`src/rtl/vga_pkg.sv`:
```
// Shared VGA pixel-path constants and the timing bundle type.
// Used by draw_char_rect_16x16 and vga_timing_delay.
package vga_pkg;

  localparam int RGB_W     = 12;
  localparam int HC_W      = 11;
  localparam int CHAR_W    = 8;
  localparam int CHAR_H    = 16;
  localparam int TEXT_COLS = 16;
  localparam int TEXT_ROWS = 16;
  localparam int FONT_AW   = 11;

  localparam int RECT_W = CHAR_W * TEXT_COLS;
  localparam int RECT_H = CHAR_H * TEXT_ROWS;

  typedef struct packed {
    logic [HC_W-1:0]  hcount;
    logic [HC_W-1:0]  vcount;
    logic             hsync;
    logic             vsync;
    logic             hblnk;
    logic             vblnk;
    logic [RGB_W-1:0] rgb;
  } vga_t;

endpackage

```
`src/rtl/vga_timing_delay.sv`:
```
// N-stage register for the VGA timing bundle; the last stage's rgb
// is loaded from rgb_next so the caller can substitute the overlaid pixel.
// Ports: pclk, rst_n, d (bundle in), rgb_next, q (bundle out),
//        rgb_mid / blank_mid (stage N-2 taps feeding pixel selection).
module vga_timing_delay
  import vga_pkg::*;
#(
  parameter int N = 2
) (
  input  logic             pclk,
  input  logic             rst_n,
  input  vga_t             d,
  input  logic [RGB_W-1:0] rgb_next,
  output vga_t             q,
  output logic [RGB_W-1:0] rgb_mid,
  output logic             blank_mid
);

  vga_t pipe [N];

  always_ff @(posedge pclk or negedge rst_n) begin
    if (!rst_n) begin
      pipe <= '{default: '0};
    end else begin
      pipe[0] <= d;
      for (int i = 1; i < N; i++) begin
        pipe[i] <= pipe[i-1];
      end
      pipe[N-1].rgb <= rgb_next;
    end
  end

  assign q         = pipe[N-1];
  assign rgb_mid   = pipe[N-2].rgb;
  assign blank_mid = pipe[N-2].hblnk | pipe[N-2].vblnk;

endmodule

```
`src/rtl/draw_char_rect_16x16.sv`:
```
// Overlays a 16x16 text map (8x16 glyphs) onto the VGA stream, 2-cycle latency.
// Ports: pclk, rst_n, *_in timing/rgb, char_yx/char_code map lookup,
//        font_addr/char_pixels font ROM, *_out timing/rgb.
// Macro DRAW_CHAR_BG_EN: clear glyph pixels take BG_COLOR (opaque box).
module draw_char_rect_16x16
  import vga_pkg::*;
#(
  parameter logic [HC_W-1:0]  XPOS       = '0,
  parameter logic [HC_W-1:0]  YPOS       = '0,
  parameter logic [RGB_W-1:0] TEXT_COLOR = 12'hFFF,
  parameter logic [RGB_W-1:0] BG_COLOR   = 12'h000
) (
  input  logic               pclk,
  input  logic               rst_n,
  input  logic [HC_W-1:0]    hcount_in,
  input  logic [HC_W-1:0]    vcount_in,
  input  logic               hsync_in,
  input  logic               vsync_in,
  input  logic               hblnk_in,
  input  logic               vblnk_in,
  input  logic [RGB_W-1:0]   rgb_in,
  output logic [7:0]         char_yx,
  input  logic [6:0]         char_code,
  output logic [FONT_AW-1:0] font_addr,
  input  logic [7:0]         char_pixels,
  output logic [HC_W-1:0]    hcount_out,
  output logic [HC_W-1:0]    vcount_out,
  output logic               hsync_out,
  output logic               vsync_out,
  output logic               hblnk_out,
  output logic               vblnk_out,
  output logic [RGB_W-1:0]   rgb_out
);

`ifdef DRAW_CHAR_BG_EN
  localparam bit BG_EN = 1'b1;
`else
  localparam bit BG_EN = 1'b0;
`endif

  // One extra bit so a rectangle past the screen edge cannot wrap.
  localparam logic [HC_W:0] X0 = {1'b0, XPOS};
  localparam logic [HC_W:0] Y0 = {1'b0, YPOS};
  localparam logic [HC_W:0] X1 = X0 + (HC_W+1)'(RECT_W);
  localparam logic [HC_W:0] Y1 = Y0 + (HC_W+1)'(RECT_H);

  logic [6:0]       rx;
  logic [7:0]       ry;
  logic [HC_W:0]    h_ext;
  logic [HC_W:0]    v_ext;
  logic             in_rect;

  logic [6:0]       char_code_q;
  logic [3:0]       line_q;
  logic [2:0]       bit_q;
  logic             in_rect_q;

  vga_t             bundle_in;
  vga_t             bundle_out;
  logic [RGB_W-1:0] rgb_q;
  logic             blank_q;
  logic [RGB_W-1:0] rgb_next;

  // Only the low bits of the offsets are ever used.
  assign rx    = hcount_in[6:0] - XPOS[6:0];
  assign ry    = vcount_in[7:0] - YPOS[7:0];
  assign h_ext = {1'b0, hcount_in};
  assign v_ext = {1'b0, vcount_in};

  assign in_rect = (h_ext >= X0) && (h_ext < X1) &&
                   (v_ext >= Y0) && (v_ext < Y1);

  assign char_yx = {ry[7:4], rx[6:3]};

  always_ff @(posedge pclk or negedge rst_n) begin
    if (!rst_n) begin
      char_code_q <= '0;
      line_q      <= '0;
      bit_q       <= '0;
      in_rect_q   <= 1'b0;
    end else begin
      char_code_q <= char_code;
      line_q      <= ry[3:0];
      bit_q       <= rx[2:0];
      in_rect_q   <= in_rect;
    end
  end

  assign font_addr = {char_code_q, line_q};

  assign bundle_in = '{
    hcount: hcount_in,
    vcount: vcount_in,
    hsync:  hsync_in,
    vsync:  vsync_in,
    hblnk:  hblnk_in,
    vblnk:  vblnk_in,
    rgb:    rgb_in
  };

  // Bit 7 of the glyph row is the leftmost pixel.
  always_comb begin
    rgb_next = rgb_q;
    if (blank_q) begin
      rgb_next = '0;
    end else if (in_rect_q && char_pixels[3'd7 - bit_q]) begin
      rgb_next = TEXT_COLOR;
    end else if (in_rect_q && BG_EN) begin
      rgb_next = BG_COLOR;
    end
  end

  vga_timing_delay #(
    .N(2)
  ) u_delay (
    .pclk      (pclk),
    .rst_n     (rst_n),
    .d         (bundle_in),
    .rgb_next  (rgb_next),
    .q         (bundle_out),
    .rgb_mid   (rgb_q),
    .blank_mid (blank_q)
  );

  assign hcount_out = bundle_out.hcount;
  assign vcount_out = bundle_out.vcount;
  assign hsync_out  = bundle_out.hsync;
  assign vsync_out  = bundle_out.vsync;
  assign hblnk_out  = bundle_out.hblnk;
  assign vblnk_out  = bundle_out.vblnk;
  assign rgb_out    = bundle_out.rgb;

endmodule

```
`config.mk`:
```
export PLATFORM = sky130hd
export DESIGN_NAME = draw_char_rect_16x16
export DESIGN_NICKNAME = d
export VERILOG_FILES = /design/src/rtl/vga_pkg.sv /design/src/rtl/vga_timing_delay.sv /design/src/rtl/draw_char_rect_16x16.sv
export SDC_FILE = /design/constraint.sdc
export NUM_CORES = 1
export LEC_CHECK = 0
export CORE_UTILIZATION = 45
export CTS_CLUSTER_SIZE = 40
export DETAILED_ROUTE_END_ITERATION = 12
export GPL_TIMING_DRIVEN = 0
export MAX_ROUTING_LAYER = met4
export PLACE_DENSITY_LB_ADDON = 0.2
export SLEW_MARGIN = 20
export SYNTH_ARGS = -nofsm -noshare
export SYNTH_HDL_FRONTEND = slang
export SYNTH_SLANG_ARGS = --single-unit
```
`constraint.sdc`:
```
create_clock -name pclk -period 2.65 [get_ports pclk]
set_input_delay 0.3975 -clock pclk [delete_from_list [all_inputs] [get_ports pclk]]
set_output_delay 0.3975 -clock pclk [all_outputs]
set_load 0.02 [all_outputs]
```
==> results.md <==
- Post-DP HPWL: 3.70 mm
- CTS hold repair buffers: 0
- Area after DPL: 0.00409 sq mm
- Num ports: 112
- Met1 GRT Util: 19.4%
- Setup tns final: 0 ns
- Worst path bufs/invs: 3
- Max-cap violations: 0
- Yosys warning count: 0
- Arrival @ worst endpoint: 1.59 ns
- Antenna violations before repair: 0
- Biggest area consumer among synthesized cells: dfrtp_1
- Status: complete, no violations
- Antenna viol nets, final: 0
- CTS max path bufs: 2
- GPL Wtd Cong: 0.729
- Kind of critical path: primary input to output port
- DR WL/cell: 13.0 um
- Unrepaired setup endpoints after global routing: no
- CORE AREA: 0.00603 sq mm
- Via density: 4.40
- Reg clk slew, reported paths: 0.08 ns
- Largest net degree at the start of global routing: 47
- FFs w/ async S/R, synth: 100%
- First-pass GRT wire length: 7.83 mm
- All-layer global routing usage: 17.4%
- LEAKAGE: 1.90 nW
- Via count: 1684
- GRT busiest layer: met2
- EDFF count, synth: 0
- Top cells by area, synth: dfrtp_1 (73%), buf_4 (12%), a2111oi_2 (5.2%), nor3b_1 (3.1%), inv_1 (1.7%)
- Vias in the first global route: 1733
- # nets final: 358
- Final Hold Viols: 0
- Iter 0 DRT Violations: 62
- DIE AREA: 0.00668 sq mm
- Crit-path slowest cell: clkdlybuf4s50_1
- Fin util: 71.0%
- Avg Inst Size Synth: 15.9 sq um
- Grt total ovfl: 0
- Yosys reg bits: 84
- Hold Crit Class: primary input to async pin
- Final wirelength: 4.99 mm
- Die W: 81.7 um
- Clock Root Buffer: clkbuf_8
- Pwr dens: 593 mW/mm^2
- Final worst slack: 0.667 ns
- H-Tree Depth: 3
- DP Worst Slack: 0.598 ns
- Grt met2 use: 26.4%
- Achievable Freq: 0.504 GHz
- Syn nets: 235
- Pre-antenna DRT Iters: 4
- Post-cts resize count: 0
- Final setup viols: 0
- Most frequent cells after synthesis: dfrtp_1 (84), buf_4 (46), inv_1 (13), nor3b_1 (12), a2111oi_2 (10)
- CTS tree: built
- Mapped Area: 0.00286 sq mm
- Synthesis-to-finish area growth: 49.6%
- Crit Path Max Fanout: 2
- Initial Utilization: 47.5%
- Layout cells sized above 1: 25.0%
- Worst skew pair latency: 0.34 ns
- Overall Power: 0.00254 W
- Period utilisation layout: 74.8%
- Max_slew headroom: 51.6%
- Crit-path max cell delay: 0.60 ns
- Ys flop type: dfrtp_1
- Die Y: 81.7 um
- Final instance area: 0.00428 sq mm
- Crit path max-delay family: buffers and inverters
- Most frequent CP cell: clkdlybuf4s50_1
- Required @ worst endpoint: 2.25 ns
- CP Launch Type: primary input
- Post-CTS Setup Bufs: 0
- Sequential fraction of the synthesis area: 73.5%
- Met3 Use GR: 8.56%
- TritonCTS Buffers: 9
- Post-synth top area share: 73.5%
- CTS Sinks: 84
- Cells after Synth: 180
- Most frequent cell after synthesis: dfrtp_1
- CP Capture Type: output port
- Max-slew violations: 0
- ANT cells: 0
- Row count: 28
- Worst-Margin Slew: 0.726 ns
- Reg2reg start: u_delay.pipe[65]$_DFF_PN0_
- Final min period: 1.98 ns
- Max VDD drop: 376 uV
- Clock skew: 0.00585 ns
- CP Launch Point: vcount_in[4]
- Crit-path cells: clkdlybuf4s50_1, buf_4, clkdlybuf4s50_1
- Post-route DRC: 0
- Port Buffers: 111
- Post-synthesis cell type count: 16
-- cell families after synthesis --
kind of cell | after synthesis | synth area share (%)
buffers and inverters | 64 | 14.7
muxes | 3 | 1.49
and+or+nand+nor | 16 | 3.98
AOI/OAI and AO/OA | 13 | 6.30
DFF | 84 | 73.5
-- power breakdown --
part	switching (W)	internal (W)	leakage, nW
Sequential	0.0000232	0.00134	1.00
Clock	0.000433	0.000391	0.0876
Combinational	0.000146	0.000203	0.804
-- path summary, 6_finish.rpt --
path | endpoint | slack, ns | cells after the start
max | char_yx[4] | 0.67 | 3
min | char_code_q[4]$_DFF_PN0_ | 0.02 | 1
max reg2reg | u_delay.q[5]$_DFF_PN0_ | 0.92 | 4
min reg2reg | u_delay.q[31]$_DFF_PN0_ | 0.35 | 0
max in group asynchronous | u_delay.rgb_mid[2]$_DFF_PN0_ | 2.05 | 2
min in group pclk | u_delay.q[31]$_DFF_PN0_ | 0.35 | 0
-- layer usage --
metal | vias up | part of all wire (%)
li1 | 794 | -
met2 | 79 | 49
met5 | - | 0
met4 | 0 | 2.1
met3 | 11 | 11
met1 | 800 | 38
-- stage by stage --
stage | hold slack (ns) | cells
2_1_floorplan | 0.102 | 180
3_3_place_gp | 0.332 | 366
3_5_place_dp | 0.336 | 367
4_1_cts | 0.00994 | 383
5_1_grt | 0.0331 | 383
6_report | 0.0172 | 383
-- sequential cells by signal (all words and copies together) (netlist names) --
register         flops
char_code_q          7
u_delay.rgb_mid     12
u_delay.q           38
in_rect_q            1
u_delay.pipe        26
-- layout make-up --
type / instances / area [sq um]
Sequential cell: 84 / 2100
Fill cell: 455 / 1750
Tap cell: 75 / 93.8
Timing Repair Buffer: 112 / 1140
Clock inverter: 5 / 36.3
Clock buffer: 11 / 151
Multi-Input combinational cell: 32 / 337
Buffer: 51 / 373
Inverter: 13 / 48.8
-- placed cells by master, fill, tap and decap left out, drive strengths merged --
| cell | count |
|---|---|
| mux2i | 2 |
| a221o | 1 |
| nor4 | 1 |
| dfrtp | 84 |
| nor2b | 1 |
| a2111oi | 12 |
| or4 | 1 |
| nor3b | 12 |
| clkinvlp | 3 |
| clkbuf | 14 |
| nor2 | 1 |
| clkdlybuf4s50 | 110 |
| buf | 50 |
| inv | 13 |
| mux4 | 1 |
| clkinv | 2 |
-- worst reg2reg max path, cell delays in order (launching register included) --
cell and delay, ns:
dfrtp_1 0.44, mux4_2 0.57, buf_2 0.21, nor3b_1 0.25, a2111oi_2 0.09
Power figures use the tool's default switching activity.
